### src/rtl/coin_feeder.sv
`default_nettype none
// +-------------------------------------------------------------------------+
// | coin_feeder : serial coin transmitter and vend checker for the machine  |
// | Revision    : 1.0                                                       |
// +-------------------------------------------------------------------------+
module coin_feeder #(
   parameter int TIMEOUT = 4,
   parameter int CNT_W   = 8
) (
   input  logic             clk,
   input  logic             reset,
   input  logic             req_valid,
   input  logic [1:0]       req_amount,
   output logic             req_ready,
   input  logic [1:0]       choco,
   output logic             coin_out,
   output logic             done,
   output logic [1:0]       dispensed,
   output logic             error,
   output logic [CNT_W-1:0] vend_count
);

   localparam int WAIT_W = $clog2(TIMEOUT + 1);

   typedef enum logic [1:0] {
      S_IDLE = 2'd0,
      S_FEED = 2'd1,
      S_WAIT = 2'd2,
      S_DONE = 2'd3
   } state_t;

   state_t              state_q, state_d;
   logic [1:0]          amt_q, amt_d;
   logic [1:0]          rem_q, rem_d;
   logic [WAIT_W-1:0]   wait_cnt_q, wait_cnt_d;
   logic                coin_out_q, coin_out_d;
   logic                done_q, done_d;
   logic [1:0]          dispensed_q, dispensed_d;
   logic                error_q, error_d;
   logic [CNT_W-1:0]    vend_count_q, vend_count_d;

   always_comb begin
      state_d      = state_q;
      amt_d        = amt_q;
      rem_d        = rem_q;
      wait_cnt_d   = wait_cnt_q;
      dispensed_d  = dispensed_q;
      error_d      = error_q;
      vend_count_d = vend_count_q;

      case (state_q)
         S_IDLE: begin
            if (req_valid) begin
               amt_d = req_amount;
               rem_d = req_amount;
               if (req_amount == 2'd0) begin
                  state_d     = S_DONE;
                  error_d     = 1'b1;
                  dispensed_d = 2'd0;
               end else begin
                  state_d = S_FEED;
               end
            end
         end
         S_FEED: begin
            if (rem_q == 2'd1) begin
               state_d    = S_WAIT;
               wait_cnt_d = WAIT_W'(1);
            end else begin
               rem_d = rem_q - 2'd1;
            end
         end
         S_WAIT: begin
            // A non-zero code ends the wait even if it arrives in the last cycle.
            if (choco != 2'd0) begin
               state_d     = S_DONE;
               dispensed_d = choco;
               error_d     = (choco != amt_q);
            end else if (wait_cnt_q == WAIT_W'(TIMEOUT)) begin
               state_d     = S_DONE;
               dispensed_d = 2'd0;
               error_d     = 1'b1;
            end else begin
               wait_cnt_d = wait_cnt_q + WAIT_W'(1);
            end
         end
         S_DONE: begin
            state_d = S_IDLE;
         end
         default: begin
            state_d = S_IDLE;
         end
      endcase

      if ((state_d == S_DONE) && !error_d && (vend_count_q != {CNT_W{1'b1}})) begin
         vend_count_d = vend_count_q + CNT_W'(1);
      end

      coin_out_d = (state_d == S_FEED);
      done_d     = (state_d == S_DONE);
   end

   always_ff @(posedge clk) begin
      if (reset) begin
         state_q      <= S_IDLE;
         amt_q        <= 2'd0;
         rem_q        <= 2'd0;
         wait_cnt_q   <= '0;
         coin_out_q   <= 1'b0;
         done_q       <= 1'b0;
         dispensed_q  <= 2'd0;
         error_q      <= 1'b0;
         vend_count_q <= '0;
      end else begin
         state_q      <= state_d;
         amt_q        <= amt_d;
         rem_q        <= rem_d;
         wait_cnt_q   <= wait_cnt_d;
         coin_out_q   <= coin_out_d;
         done_q       <= done_d;
         dispensed_q  <= dispensed_d;
         error_q      <= error_d;
         vend_count_q <= vend_count_d;
      end
   end

   assign req_ready  = (state_q == S_IDLE);
   assign coin_out   = coin_out_q;
   assign done       = done_q;
   assign dispensed  = dispensed_q;
   assign error      = error_q;
   assign vend_count = vend_count_q;

endmodule
`default_nettype wire
### config.mk
export PLATFORM = sky130hd
export DESIGN_NAME = coin_feeder
export DESIGN_NICKNAME = d
export VERILOG_FILES = /design/src/rtl/coin_feeder.sv
export SDC_FILE = /design/constraint.sdc
export NUM_CORES = 1
export LEC_CHECK = 0
export BUFFER_PORTS_ARGS = -buffer_cell sky130_fd_sc_hd__buf_2
export CORE_MARGIN = 3
export CORE_UTILIZATION = 30
export DETAILED_ROUTE_END_ITERATION = 10
export PLACE_DENSITY_LB_ADDON = 0.15
export RECOVER_POWER = 25
export SLEW_MARGIN = 0
export SYNTH_ARGS = -nofsm -noshare
export SYNTH_HDL_FRONTEND = slang
export SYNTH_SLANG_ARGS = --single-unit
### constraint.sdc
create_clock -name clk -period 5.7 [get_ports clk]
set_input_delay 0.855 -clock clk [delete_from_list [all_inputs] [get_ports clk]]
set_output_delay 0.855 -clock clk [all_outputs]
set_load 0.01 [all_outputs]
* Word level (Yosys, flattened, before mapping)
Index checks and enable logic that the tools add are counted.
** Word-level totals
- Input bits :: 7
- Register bits :: 22
- Memories kept :: 0
- Bits in latches :: 0
- ROM bits :: 0
- Word-level logic and storage cells :: 64
- RAM bits :: 0
- Output and inout port bits :: 14
** Operators by class
- Add/subtract/negate cells :: 3
- Shift operators :: 0
- Muxes and demuxes :: 23
- Divide/modulo/power cells :: 0
- Equal/unequal tests :: 16
- $lt $le $gt $ge :: 0
- Reduce and logical (&&, ||, !) cells :: 13
- Bitwise gates (word level) :: 0
- $mul :: 0
** Operator list (count)
- $mux W2 :: 11
- $ne A2 B2 Y1 const B :: 5
- $mux W3 :: 3
- $add A8 B1 Y8 const B :: 1
- $ne A8 B8 Y1 const B :: 1
- $pmux W2 S2 :: 2
- $pmux W2 S4 :: 1
- $reduce_and A4 Y1 :: 2
- $reduce_bool A2 Y1 :: 4
- $eq A2 B1 Y1 const B :: 3
- $eq A2 B2 Y1 const B :: 3
- $pmux W3 S2 :: 1
- $logic_not A2 Y1 :: 2
- $mux W1 :: 4
- $add A3 B1 Y3 const B :: 1
- $eq A3 B3 Y1 const B :: 1
- $ne A3 B3 Y1 const B :: 1
- $reduce_and A3 Y1 :: 1
- $logic_and A1 B1 Y1 :: 2
- $ne A2 B1 Y1 const B :: 1
- $ne A2 B2 Y1 :: 1
- $pmux W1 S2 :: 1
- $reduce_and A2 Y1 :: 1
- $sub A2 B1 Y2 const B :: 1
- $logic_not A1 Y1 :: 1

* Longest topological paths before layout
- Depth after elaboration :: 7
- Mapped depth :: 6
- Depth with buffers taken out :: 6

* Least setup slack after synthesis
Ideal clock, no wire load.
- Path kind :: input to register
- From :: input choco[0]
- To :: register vend_count_q[7], in the netlist vend_count[7]
- Data arrival time :: 2015 ps
- Path buffers :: 0
- Stages :: 4
- Library setup time :: 123 ps
- Slack :: 3561 ps
- Data required time :: 5577 ps
- Path through :: a211oi_4 -> nand3b_4 -> a2111oi_2 -> mux2_1
** Between the ends
- Cells in the longest elaborated chain, start to end :: 6
- Elaborated cells between the ends (all ways) :: 10
- Those cells by class :: eq/ne (2); mux (4); reduce/logical (4)
** RTL lines
- start, declared :: line 15 : input logic [1:0] choco,
- $reduce_bool A2 Y1 or $ne A2 B2 Y1 (tied branches) :: line 75, 78
- $mux W2 or $mux W1 (tied branches) :: line 75 : if (choco != 2'd0) begin
- $pmux W2 S4 or $pmux W1 S2 (tied branches) :: line 51 : case (state_q)
- $eq A2 B2 Y1 or $logic_not A1 Y1 (tied branches) :: line 95 : if ((state_d == S_DONE) && !error_d && (vend_count_q != {CNT_W{1'b1}})) begin
- $logic_and A1 B1 Y1 * (2 in series) :: line 95
- end signal, assigned :: line 123 : vend_count_q <= vend_count_d;
- end, declared :: line 40 : logic [CNT_W-1:0] vend_count_q, vend_count_d;
Mark *: on every way between the ends. The rest lies on a longest branch, timed or not.
A chain may end at the register's enable or synchronous reset.

* Worst setup path after layout
Ends and elaborated chain as after synthesis.

==> flow_summary.toml <==
[outcome]
status = "finished clean"

[yosys]
synthSimpleGateAreaFrac = 0.243
synth_top_family_by_area = "simple AND/OR/NAND/NOR gates"
synth_top_area_frac = 0.347
synthArstFlopShare = 0
synthFlopType = "dfxtp_1"
syn_area_sq_mm = 0.00127
synth-compound-area-share = 0.222
synthXorXnorAreaFrac = 0.0138
yosysTopAreaCell = "dfxtp_1"
synth.distinct_cells = 46
synth_edf_count = 0
syn-num-nets = 142
synth_mux_area_frac = 0.0859
ys_seq_elements = 22
synth_fa_ha_area_frac = 0.0395
synth_sequential_area_ratio = 0.347
syn_avg_cell_area_sq_um = 9.68
netlist_instances = 131
ys_warn_count = 0
synth_top_cells_by_area = "dfxtp_1, nor2_1, mux2_1, ha_1, nor2b_1"

[routing]
wl_per_cell_um = 12.7
via_per_inst = 5.01
vias = 992
wirelength_um = 2520
dr.pass1.iters = 4
drt_iter0_drc = 54
postRouteAntennaNets = 0
route.detailed.drc = 0

[placed_design]
gp_congestion = 0.784
hpwl_um = 1940
io_buffers = 20

[pwr]
leakagePower_uw = 0.000593
ir_drop_mv = 0.139
cellPowerDensity_mw_per_mm2 = 234

[finish]
fin_nets = 161
seqCellArea_sq_um = 440
fill_cells = 438
n_antenna_cell = 0
fin_util = 0.355
multi_input_area_sq_um = 766
syn_to_final_growth_pct = 12.8
drive_gt1_frac = 0.243

[die]
fp.dieH_um = 71
top_level_ports = 21
initial_utilization = 0.315
die-area_sq_mm = 0.00504
core_sq_mm = 0.00403
num_rows = 23
die_w_um = 71

[clock_network]
clockBufferDepth = 2
cts_resized = 0
htree_num_levels = 1
numCtsBuffers = 3
post_cts_buffers = 0
clk_latency_ps = 260
cts-hold-fix-buffers = 0
clockRootBuffer = "clkbuf_8"
cts_tree = "yes"
clock-sinks = 22
clk_pin_slew_ps = 70

[timing]
period_minus_slack_ps = 2090
setup_viol = 0
fmax_mhz = 478
tightest_slew_ps = 1140
report.final.hold_viol_count = 0
rsz0062_at_grt = "false"
fin_crit_sh = 0.367
relSlewSlack = 0.240
finalSetupTns_ps = 0
drv_slew = 0
finalClockSkew_ps = 3.53

[critical_path]
cp_max_fo = 8
cp.arrival_ps = 2240
crit_required_ps = 5850
critPathKind = "primary input to register"
start_kind = "primary input"
crit_path_end_kind = "register"

[worst_hold_path]
hold_class = "register to register"

[global_route]
overflow = 0
grt_pass1_wl_um = 4280
track_usage = 0.105
antenna_found_initial = 0
grt_pass1_vias = 881
grt_max_degree = 29

[job]
max_cap_violations = 0
[sequential cells by signal, indices dropped and copies added, names as in the netlist]
| name | cells |
|---|---|
| wait_cnt_q | 3 |
| done | 1 |
| rem_q | 2 |
| state_q | 2 |
| dispensed | 2 |
| amt_q | 2 |
| coin_out | 1 |
| vend_count | 8 |
| error | 1 |
[synth_stat cells (2+ instances only)]
library cell / n
mux2i_1: 3
inv_1: 6
mux2_1: 5
and4b_1: 2
nand2_1: 5
a211oi_1: 6
a22oi_1: 2
mux2_2: 2
nor2b_1: 8
nand3_1: 3
a21oi_1: 4
nor2_1: 18
nor3_1: 2
a211o_1: 2
nand4_1: 3
ha_1: 4
a2111oi_2: 2
clkbuf_1: 2
dfxtp_1: 22
buf_6: 2
nand2b_1: 2
o21ai_0: 2
[final cells by class]
class                   count  area share
clock buffers               3      0.0289
inverters                   6      0.0157
flip-flops and latches     22       0.308
well taps                  50      0.0437
repair buffers             20      0.0682
multi-input cells          97       0.535
[routing by layer]
layer / vias to the layer above / routed length, um / track usage
met4: 0 / 22 / 0.0251
met5: - / 0 / 0
met2: 15 / 1110 / 0.159
met1: 462 / 1280 / 0.144
met3: 2 / 116 / 0.0369
li1: 513 / - / -
[through the flow]
| step | instances | hold WS (ps) | cell area, sq um | setup WS, ps | power, uW |
|---|---|---|---|---|---|
| 4_1_cts | 198 | 474 | 1430 | 3600 | 343 |
| 5_1_grt | 198 | 500 | 1430 | 3480 | 357 |
| 3_3_place_gp | 195 | 475 | 1390 | 3320 | 246 |
| 2_1_floorplan | 131 | 444 | 1270 | 3560 | 231 |
| 6_report | 198 | 470 | 1430 | 3610 | 334 |
| 3_5_place_dp | 195 | 461 | 1390 | 3310 | 246 |
[path summary, 6_finish.rpt]
check	start	end	slack, ps	cells after the start
max	choco[0]	vend_count[7]$_SDFFE_PP0P_	3610	5
min	rem_q[1]$_SDFFE_PP0P_	rem_q[1]$_SDFFE_PP0P_	470	2
max reg2reg	wait_cnt_q[0]$_SDFFE_PP0P_	vend_count[7]$_SDFFE_PP0P_	3650	6
min reg2reg	rem_q[1]$_SDFFE_PP0P_	rem_q[1]$_SDFFE_PP0P_	470	2
[worst max-delay path: stages]
cell       delay, ps
buf_2            140
a211oi_4         300
nand3b_4         190
a2111oi_2        400
mux2_1           350
[cells by family after synthesis]
logic type	after synthesis
XOR/XNOR	2
buffers and inverters	12
multiplexers	10
AO/OA/AOI/OAI	29
flip-flops	22
AND/OR/NAND/NOR	52
adder cells (fa/ha/maj)	4
[power by group]
part / leakage, uW / internal, uW / total (uW) / switching (uW)
logic: 0.000392 / 28.4 / 66.4 / 38.1
clock network: 0.0000216 / 47.1 / 93.5 / 46.4
registers: 0.000179 / 164 / 175 / 10.3
total: 0.000593 / 240 / 334 / 94.8
[layout by cell type, fill, tap and decap left out, drive strengths merged]
cell type	instances
a22oi	4
o21ai	2
o2111ai	1
nand3	3
nand2b	2
nand4	3
mux2	7
a21o	1
and2b	1
and4b	2
nor3	2
a21oi	4
inv	6
nor2b	9
mux2i	3
a211oi	8
and4bb	1
nor3b	1
dfxtp	22
nand2	5
o21bai	1
buf	18
xor2	1
nor2	18
a221oi	1
a2111oi	3
a211o	3
and2	2
or2	1
xnor2	1
ha	4
nand3b	1
nor4b	1
o31ai	1
clkbuf	5
(Power assumes the default switching activity.)
